<file path="config.mk">
export PLATFORM = sky130hd
export DESIGN_NAME = video_timing_detector
export DESIGN_NICKNAME = d
export VERILOG_FILES = /design/src/rtl/video_timing_detector.sv
export SDC_FILE = /design/constraint.sdc
export NUM_CORES = 1
export LEC_CHECK = 0
export ABC_AREA = 0
export CAP_MARGIN = 20
export CORE_MARGIN = 3
export CORE_UTILIZATION = 52
export DETAILED_ROUTE_END_ITERATION = 10
export HOLD_SLACK_MARGIN = 0.03
export PLACE_DENSITY = 0.79
export SETUP_SLACK_MARGIN = 0.02
export SLEW_MARGIN = 20
export SYNTH_ARGS = -nofsm -noshare
export SYNTH_HDL_FRONTEND = slang
export SYNTH_SLANG_ARGS = --single-unit
</file>
<file path="constraint.sdc">
create_clock -name clk -period 3.54 [get_ports clk]
set_input_delay 0.885 -clock clk [delete_from_list [all_inputs] [get_ports clk]]
set_output_delay 0.885 -clock clk [all_outputs]
set_load 0.02 [all_outputs]
</file>
<file path="src/rtl/video_timing_detector.sv">
// rtl/video_timing_detector.sv - recovers pixel coordinates, line/frame geometry and lock from a DVI de/vsync stream
module video_timing_detector #(
    parameter int CW          = 11,
    parameter int HPIXELS     = 640,
    parameter int VLINES      = 480,
    parameter int LOCK_FRAMES = 2
) (
    input  logic          clk,
    input  logic          rstbtn_n,
    input  logic          de,
    input  logic          hsync,
    input  logic          vsync,
    output logic          pix_valid,
    output logic [CW-1:0] pix_x,
    output logic [CW-1:0] pix_y,
    output logic          sof,
    output logic          eol,
    output logic [CW-1:0] meas_hpix,
    output logic [CW-1:0] meas_vlines,
    output logic          locked,
    output logic          err
);

    typedef enum logic [1:0] {SEARCH, MEASURE, LOCKED} state_t;

    localparam int            GW   = $clog2(LOCK_FRAMES + 1);
    localparam logic [CW-1:0] CMAX = '1;
    localparam logic [CW-1:0] HP   = CW'(HPIXELS);
    localparam logic [CW-1:0] VL   = CW'(VLINES);
    localparam logic [GW-1:0] LF   = GW'(LOCK_FRAMES);

    state_t        r_state;
    logic [GW-1:0] r_good_cnt;
    logic          r_de_q, r_vs_q, r_abort;
    logic [CW-1:0] r_x_cnt, r_y_cnt, r_meas_hpix, r_meas_vlines;
    logic          r_eol, r_sof, r_err, r_locked;

    state_t        w_state_next;
    logic [GW-1:0] w_good_next;
    logic          w_err_next;
    logic          w_de_rise, w_de_fall, w_vs_rise, w_viol, w_line_end;
    logic          w_line_bad, w_frame_bad, w_sof_next;
    logic [CW-1:0] w_len, w_y_inc, w_lines;
    logic          w_unused_hsync;

    assign w_unused_hsync = hsync;

    assign w_de_rise  = de & ~r_de_q;
    assign w_de_fall  = ~de & r_de_q;
    assign w_vs_rise  = vsync & ~r_vs_q;
    assign w_viol     = w_vs_rise & de;
    // A line cut by vsync is never closed, so its de fall is not measured
    assign w_line_end = w_de_fall & ~r_abort;

    assign w_len   = (r_x_cnt == CMAX) ? CMAX : r_x_cnt + 1'b1;
    assign w_y_inc = (r_y_cnt == CMAX) ? CMAX : r_y_cnt + 1'b1;
    assign w_lines = w_line_end ? w_y_inc : r_y_cnt;

    assign w_line_bad  = w_line_end & ((w_len != HP) | (r_x_cnt == CMAX));
    assign w_frame_bad = (w_lines != VL) | (w_lines == CMAX);

    always_comb begin
        w_state_next = r_state;
        w_good_next  = r_good_cnt;
        w_err_next   = 1'b0;
        case (r_state)
            SEARCH: begin
                if (w_vs_rise && !w_viol) begin
                    w_state_next = MEASURE;
                    w_good_next  = '0;
                end
            end
            MEASURE, LOCKED: begin
                if (w_viol || w_line_bad || (w_vs_rise && w_frame_bad)) begin
                    w_err_next   = 1'b1;
                    w_state_next = SEARCH;
                end else if (w_vs_rise && r_state == MEASURE) begin
                    w_good_next = r_good_cnt + 1'b1;
                    if (r_good_cnt + 1'b1 == LF) begin
                        w_state_next = LOCKED;
                    end
                end
            end
            default: w_state_next = SEARCH;
        endcase
    end

    // Same condition as pix_valid & pix_x==0 & pix_y==0 & state!=SEARCH, one cycle early
    assign w_sof_next = de & (w_viol | w_de_rise) & (w_vs_rise | (r_y_cnt == '0))
                        & (w_state_next != SEARCH);

    always_ff @(posedge clk or negedge rstbtn_n) begin
        if (!rstbtn_n) begin
            r_state       <= SEARCH;
            r_good_cnt    <= '0;
            r_de_q        <= 1'b0;
            r_vs_q        <= 1'b0;
            r_abort       <= 1'b0;
            r_x_cnt       <= '0;
            r_y_cnt       <= '0;
            r_meas_hpix   <= '0;
            r_meas_vlines <= '0;
            r_eol         <= 1'b0;
            r_sof         <= 1'b0;
            r_err         <= 1'b0;
            r_locked      <= 1'b0;
        end else begin
            r_state    <= w_state_next;
            r_good_cnt <= w_good_next;
            r_de_q     <= de;
            r_vs_q     <= vsync;
            r_eol      <= w_de_fall;
            r_sof      <= w_sof_next;
            r_err      <= w_err_next;
            r_locked   <= (w_state_next == LOCKED);

            if (w_viol) begin
                r_x_cnt <= '0;
                r_abort <= 1'b1;
            end else if (w_de_rise) begin
                r_x_cnt <= '0;
                r_abort <= 1'b0;
            end else if (de && r_x_cnt != CMAX) begin
                r_x_cnt <= r_x_cnt + 1'b1;
            end

            if (w_line_end) begin
                r_meas_hpix <= w_len;
            end

            if (w_vs_rise) begin
                r_meas_vlines <= w_lines;
                r_y_cnt       <= '0;
            end else if (w_line_end) begin
                r_y_cnt <= w_y_inc;
            end
        end
    end

    assign pix_valid   = r_de_q;
    assign pix_x       = r_x_cnt;
    assign pix_y       = r_y_cnt;
    assign sof         = r_sof;
    assign eol         = r_eol;
    assign meas_hpix   = r_meas_hpix;
    assign meas_vlines = r_meas_vlines;
    assign locked      = r_locked;
    assign err         = r_err;

endmodule

</file>
==> results.txt, run 1 <==
The clock share of power came out at 0.274. Buffers placed on the I/O ports in this run total 52. The number of buffers inserted by post-CTS setup repair is 0. The final weighted congestion in routability-driven placement is 0.914.

The slowest stage of the critical path is the sky130_fd_sc_hd__or3b_1 cell. The worst register-to-register path begins at pix_x[3]. The routed wire length is 6.95 mm. The mean post-synth cell area came out at 9.02 sq um.

The die is 81.5 um wide. The worst path arrival time is 3380 ps. The total clock buffers created by CTS is 5. The clock arrives with 3.17 ps of skew. TritonCTS built the clock tree. The length of routed met2 wiring is 3.20 mm. The relative contribution of combinational cells to total power came out at 0.291. The number of register bits inferred by synthesis is 55. The count of cell types in the netlist came out at 51. The logic depth of the worst path, buffers included came out at 8. In the global route stage, overall resource usage came out at 0.230. The switching component of the power is 0.550 mW.

The synthesized instance count is 329. The routed length on met1 is 3.20 mm. Measured on the finished design, the core utilization comes to 0.705. The most instantiated flip-flop cell in the synthesis netlist is sky130_fd_sc_hd__dfrtp_1. The endpoint of the most critical setup path is r_good_cnt[0]. The number of global-route vias before repair came out at 2,523. Counting along the longest clock path gives a buffer depth of 2.

The final number of setup-violating endpoints is 0. The count of vias placed by the detailed router came out at 2,610. The ratio of final minimum period to clock period is 0.905. The synthesized design contains 0 enable-type register cells.

The slack of the worst reg-to-reg path is 470 ps. The vertical die dimension is 81.5 um. The H-tree was split into 2 levels. The highest layer touched by signal routing is met4. Post-CTS repair changed the size of 0 cells.

The internal power of the cells came out at 1.21 mW. The mean routed wirelength per cell came out at 15.2 um. Counting both buffers and inverters, the worst setup path holds a total of 1. The share of total power dissipated in sequential elements is 0.435. The sum of met3 wire segment lengths after detailed routing is 443 um.

The number of nets in the final layout came out at 397. The area growth from synthesis to layout is 26.0%. The proportion of register bits with asynchronous set or reset after synthesis came out at 1.00. The transition time of the tightest slew-check pin came out at 567 ps. The multi-input gate area in the final layout is 0.00147 sq mm. The initial antenna violation count is 0.

Setup repair after global routing left no endpoint under its margin. The wire length of the first global-routing pass is 11.9 mm. The worst register-to-register path ends at r_good_cnt[1]. The max-slew violation total from the final report is 0. The final critical-path required period came out at 3200 ps. The logic depth of the worst register-to-register path came out at 7.

The cell row count is 26. The number of warnings issued by yosys came out at 0. The number of remaining DRC errors came out at 0. The switching portion of total power is 0.312. The register area came out at 0.00138 sq mm.

The total overflow left after global routing is 0. Yosys attributes the largest share of cell area to sky130_fd_sc_hd__dfrtp_1, sky130_fd_sc_hd__nor2_1, sky130_fd_sc_hd__o21ai_0. The critical path required time is 3720 ps. The synthesized area came out at 0.00297 sq mm. The die footprint is 0.00665 sq mm. The first-pass iteration count of the detailed router came out at 4.

The final count of hold timing violations is 0. The core box area came out at 0.00530 sq mm. The top-level port count came out at 54. The critical path goes through clkdlybuf4s50_1 -> or3b_1 -> nor3_1 -> mux2i_1 -> nor4_2 -> and3_2 -> and4_1 -> or4_1. The TritonCTS sink count is 55. The worst setup path is of the in -> reg kind.

The worst setup path startpoint is de. The hold buffer count at cts is 0. Counting the fill cells in the layout gives 417.

The proportion of netlist area held by the largest area contributor is 0.464. The synthesized design spends more area on one cell type than any other, namely sky130_fd_sc_hd__dfrtp_1. Across the VDD grid, the largest voltage drop is 0.273 mV. The accumulated negative setup slack came out at 0 ps. The delay of the slowest critical-path stage came out at 530 ps. The share of the Yosys chip area taken by registers is 0.464. STA classifies the critical path startpoint as a primary input. The maximum number of pins on one net before global-route repair is 34. The number of nets with antenna violations after routing came out at 0. The starting density of the core is 0.559. Max-cap violations in this run came to 0. Derived from the worst setup path, the maximum achievable clock frequency is 0.312 GHz. The tightest min-delay check is of the reg -> reg type. The antenna diode count came out at 0. The net count after synthesis came out at 341. Dividing total power by cell area gives a power density of 471 mW/mm^2. The relative slew slack came out at 0.611.

The root buffer cell chosen for the clock tree is sky130_fd_sc_hd__clkbuf_8. After detailed routing, the number of vias per cell comes to 5.72. The cell family contributing the most delay on the critical path is simple AND/OR/NAND/NOR gates.

The maximum fanout along the worst path came out at 6. The sum of net half-perimeters after detailed placement came out at 5.11 mm. The count of routing violations after the opening detailed-route iteration came out at 262. STA classifies the critical path endpoint as a register. Of the cells placed in the final design, the portion with a size suffix greater than 1 is 0.0777. The clock reaches the later pin of the worst-skew pair after 300 ps.

The leakage power total is 1.56 nW. After clock tree synthesis, the clock-pin slew on the worst setup and hold paths is 90 ps. The flow ran to the end, and the final reports show no timing, DRC or antenna violations.
synth_stat cells (9+ instances only):
| master | n |
|---|---|
| sky130_fd_sc_hd__dfrtp_1 | 55 |
| sky130_fd_sc_hd__nor2_1 | 42 |
| sky130_fd_sc_hd__nand2_1 | 34 |
| sky130_fd_sc_hd__o21ai_0 | 26 |
| sky130_fd_sc_hd__nand3_1 | 17 |
| sky130_fd_sc_hd__clkbuf_1 | 13 |
| sky130_fd_sc_hd__inv_1 | 13 |
| sky130_fd_sc_hd__a31oi_1 | 12 |
| sky130_fd_sc_hd__a21oi_1 | 11 |
| sky130_fd_sc_hd__nor3_1 | 10 |
| sky130_fd_sc_hd__xnor2_1 | 9 |
sequential cells by signal, indices dropped and copies added, names as in the netlist, 2 cells and up:
name         count
r_state          2
meas_hpix       11
pix_y           11
meas_vlines     11
pix_x           11
r_good_cnt       2
worst reg2reg max path, delay by kind of cell, from the launching register on:
family           cells  cell delay (ps)
AND/OR/NAND/NOR      3              950
flip-flops           1              590
multiplexers         1              560
AO/OA/AOI/OAI        3              860
through the flow:
| stage | hold slack, ps | total power [mW] | cells | setup slack (ps) | cell area (sq um) |
|---|---|---|---|---|---|
| 5_1_grt | 516 | 1.86 | 456 | 200 | 3740 |
| 3_5_place_dp | 470 | 1.29 | 448 | 21.7 | 3600 |
| 6_report | 484 | 1.76 | 456 | 337 | 3740 |
| 2_1_floorplan | 499 | 1.08 | 329 | 597 | 2970 |
| 4_1_cts | 492 | 1.77 | 456 | 352 | 3740 |
| 3_3_place_gp | 461 | 1.28 | 448 | 70.4 | 3600 |
per-layer routing:
| layer | global-route usage | vias to the layer above |
|---|---|---|
| met3 | 0.0395 | 11 |
| li1 | - | 1273 |
| met1 | 0.335 | 1252 |
| met2 | 0.360 | 74 |
| met4 | 0.0541 | 0 |
| met5 | 0 | - |
logic make-up after synthesis:
family | Yosys count | share of synthesized area
AO/OA/AOI/OAI | 67 | 0.143
XOR/XNOR | 15 | 0.0443
adder cells (fa/ha/maj) | 7 | 0.0295
buffers and inverters | 30 | 0.0413
flip-flops | 55 | 0.464
multiplexers | 6 | 0.0202
AND/OR/NAND/NOR | 149 | 0.257
cell type report:
type	count	area share
inverters	13	0.0131
flip-flops and latches	55	0.368
clock buffers	5	0.0184
repair buffers	66	0.166
well taps	70	0.0234
multi-input cells	244	0.393
clock inverters	3	0.0181
power by group through the flow:
stage | Clock [mW] | Combinational (mW) | Sequential [mW]
after floorplan | 0 | 0.254 | 0.831
after global placement | 0 | 0.499 | 0.776
after detailed placement | 0 | 0.513 | 0.779
after CTS | 0.489 | 0.514 | 0.767
after global routing | 0.517 | 0.566 | 0.780
final | 0.483 | 0.512 | 0.767
cell usage in the layout (no fill, tap or decap), types with 3 or more instances in the layout:
cell,n
sky130_fd_sc_hd__dfrtp_1,55
sky130_fd_sc_hd__clkdlybuf4s50_1,51
sky130_fd_sc_hd__nor2_1,42
sky130_fd_sc_hd__nand2_1,34
sky130_fd_sc_hd__o21ai_0,26
sky130_fd_sc_hd__nand3_1,17
sky130_fd_sc_hd__buf_4,14
sky130_fd_sc_hd__inv_1,13
sky130_fd_sc_hd__a31oi_1,12
sky130_fd_sc_hd__a21oi_1,11
sky130_fd_sc_hd__nor3_1,10
sky130_fd_sc_hd__xnor2_1,9
sky130_fd_sc_hd__or3_1,7
sky130_fd_sc_hd__ha_1,7
sky130_fd_sc_hd__mux2i_1,6
sky130_fd_sc_hd__xor2_1,6
sky130_fd_sc_hd__and3_1,5
sky130_fd_sc_hd__nand4_1,5
sky130_fd_sc_hd__clkbuf_8,5
sky130_fd_sc_hd__and2_1,4
sky130_fd_sc_hd__nor4_1,4
sky130_fd_sc_hd__nand2b_1,3
sky130_fd_sc_hd__nor2b_1,3
worst min-delay path by stage:
stage | startpoint | to | cells after the start
2_1_floorplan | r_good_cnt[1] | r_good_cnt[1] | 2
3_3_place_gp | meas_vlines[4] | meas_vlines[4] | 2
3_5_place_dp | meas_vlines[6] | meas_vlines[6] | 2
4_1_cts | meas_vlines[6] | meas_vlines[6] | 2
5_1_grt | meas_vlines[1] | meas_vlines[1] | 2
6_report | meas_vlines[0] | meas_vlines[0] | 2
No activity file was read; power rests on OpenSTA's default activity.
==> run 2, diff against run 1 <==
Settings changed: CORE_ASPECT_RATIO from default to 0.7.
==> results.txt, run 2 (synthesized netlist as in run 1, its figures left out) <==
The count of maximum capacitance violations came to 0 (unchanged). The worst-case vdd ir drop came out at 0.310 mV (+13%). The die extent in x is 96.3 um (+18%). The number of nets with antenna violations after routing was 0 (unchanged).

The antenna diode count is 0 (unchanged). TritonCTS built the clock tree. The end point of the worst hold path is meas_vlines[4]. The mean routed wirelength per cell is 15.7 um (+2.8%). The number of buffers inserted by post-CTS setup repair is 0 (unchanged). The run finished with clean final reports. The count of cells resized by post-cts repair was 0 (unchanged).

The critical path goes through clkdlybuf4s50_1 -> or3b_1 -> nor3_1 -> mux2i_1 -> nor4_2 -> and3_2 -> and4_1 -> or4_1. Among all stages on the critical path, the largest delay is contributed by sky130_fd_sc_hd__or3b_1. The logic depth of the worst path, buffers included came out at 8 (unchanged). The count of routing violations after the opening detailed-route iteration is 295 (+13%).

The transition time of the tightest slew-check pin came to 536 ps (-31.4 ps). The TritonCTS sink count is 55 (unchanged). The die footprint came out at 0.00666 sq mm (+0.22%). The beginning of the worst register-to-register path is pix_x[3]. Broken down by cell family, the worst path's largest delay share belongs to simple AND/OR/NAND/NOR gates. The final count of hold timing violations is 0 (unchanged). The initial antenna violation count came to 0 (unchanged). The sum of net half-perimeters after detailed placement is 5.45 mm (+6.7%). The final design area excluding fillers was 0.00374 sq mm (about the same). The vertical die dimension is 69.2 um (-15%). The maximum number of pins on one net before global-route repair is 25 (-26%).

The cell at the root of the clock tree is sky130_fd_sc_hd__clkbuf_8. The number of H-tree branching levels came out at 2 (unchanged). The all-layer global routing usage came to 0.227 (-0.00326). The number of I/O port buffers is 52 (unchanged). The starting density of the core came to 0.553 (-0.00678). The wire length of the first global-routing pass came out at 11.9 mm (-0.17%). The total power per unit cell area is 475 mW/mm^2 (+0.71%). The max-slew violation total from the final report is 0 (unchanged).

The count of vias placed by the detailed router came out at 2,686 (+2.9%). The area of placed instances is 0.00360 sq mm (about the same). The accumulated negative setup slack was 0 ps (unchanged).

The critical path required time came out at 3730 ps (about the same). The hold path startpoint is meas_vlines[4]. The hold buffer count at cts came out at 0 (unchanged). Setup repair after global routing left no endpoint under its margin.

STA classifies the critical path startpoint as a primary input. The relative slew slack is 0.633 (+0.0215). The leakage power total is 1.57 nW (about the same). In this run the worst hold path is classified as reg -> reg. Leaving out fill and tap cells, the most frequent cells in the layout are sky130_fd_sc_hd__dfrtp_1, sky130_fd_sc_hd__clkdlybuf4s50_1, sky130_fd_sc_hd__nor2_1. The total clock buffers created by CTS is 5 (unchanged). The number of global-route vias before repair came out at 2,386 (-5.4%). The maximum fanout along the worst path came out at 7 (+1). The logic depth of the worst register-to-register path was 7 (unchanged). The final worst-path setup slack is 325 ps (-12.1 ps).

The source-to-sink clock delay at the later pin of the worst-skew pair is 310 ps (about the same). The routed wire length came to 7.17 mm (+3.3%). The hold-critical path depth was 2 (unchanged).

The number of remaining DRC errors was 0 (unchanged). The share of final-layout standard cells stronger than drive strength 1 is 0.0751 (-0.00259). The first-pass iteration count of the detailed router was 6 (+2). The final critical-path required period is 3220 ps (+12.1 ps). The achievable clock frequency came to 0.311 GHz (-0.38%). The endpoint identified for the worst register-to-register timing path is r_good_cnt[1]. The delay of the slowest critical-path stage came out at 560 ps (+30 ps). The worst-case setup slack after placement came out at -9.71 ps (-31.4 ps). The clock transition at the registers of the reported paths was 100 ps (about the same). The post-layout total power came out at 1.77 mW (+0.68%). The global route total overflow came out at 0 (unchanged).

The core box area is 0.00537 sq mm (+1.2%). The most common cell after layout, fill and taps aside is sky130_fd_sc_hd__dfrtp_1. The area growth from synthesis to layout came to 25.9% (about the same). The cell row count came out at 22 (-15%). The kind of critical path is in -> reg. The slack of the worst reg-to-reg path came out at 600 ps (+130 ps). The final weighted congestion in routability-driven placement came to 0.943 (+3.1%). The number of nets in the final layout is 397 (unchanged). The number of buffers and inverters on the critical path is 1 (unchanged).

The top-level port count came out at 54 (unchanged). The post-route clock skew came to 10.5 ps (+7.32 ps). The worst path arrival time is 3410 ps (+30 ps). The kind of capture point of the worst setup path is a register. The average via count per standard cell is 5.86 (+2.5%). The ratio of final minimum period to clock period is 0.908 (+0.00343). The maximum count of clock buffers along a single path is 2 (unchanged).

The final number of setup-violating endpoints is 0 (unchanged).
-- run 2: cell types whose count changed in the layout (fill, tap and decap cells not counted) --
| cell | delta |
|---|---|
| sky130_fd_sc_hd__clkinvlp_4 | -1 |
| sky130_fd_sc_hd__clkbuf_1 | +1 |
-- run 2: metal layers --
layer,GRT usage,wire length (um)
met5,0,0
met4,0.0442,57
met3,0.0423,537
met2,0.298,3000
met1,0.384,3580
-- run 2: where the power goes --
| group | internal [mW] | total, mW | switching [mW] |
|---|---|---|---|
| Clock | 0.283 | 0.488 | 0.205 |
| Sequential | 0.701 | 0.772 | 0.0714 |
| Combinational | 0.227 | 0.513 | 0.286 |
| Total | 1.21 | 1.77 | 0.563 |
-- run 2: how the worst max path moves through the flow --
stage | from | endpoint | slack (ps)
6_report | de | r_good_cnt[0] | 320
5_1_grt | de | r_good_cnt[0] | 200
4_1_cts | de | r_good_cnt[0] | 330
3_5_place_dp | de | r_good_cnt[0] | -10
3_3_place_gp | de | r_good_cnt[0] | 30
2_1_floorplan | de | r_good_cnt[0] | 600
-- run 2: final cells by class --
| type | count | area, sq um |
|---|---|---|
| inverter | 13 | 48.8 |
| tap | 72 | 90.1 |
| sequential | 55 | 1380 |
| multi-input combinational | 244 | 1470 |
| clock inverter | 2 | 60.1 |
| timing repair buffer | 66 | 621 |
| clock buffer | 6 | 72.6 |
| fill | 461 | 1630 |
-- run 2: tightest hold or removal path, stage by stage (launching register included) --
cell                      delay [ps]
sky130_fd_sc_hd__dfrtp_1         360
sky130_fd_sc_hd__nand2_1          40
sky130_fd_sc_hd__o21ai_0          60
-- run 2: through the flow --
stage	std cells	hold WS, ps	utilization
floorplan	329	499	-
global placement	450	461	0.671
detailed placement	450	470	0.671
CTS	458	491	0.696
global route	458	520	0.696
finish	458	486	0.696
==> run 3, diff against run 2 <==
Settings changed: CAP_MARGIN 20 to 25.
==> results of run 3 <==
Same layout as run 2: the final DEF is identical, and so are final timing and power.
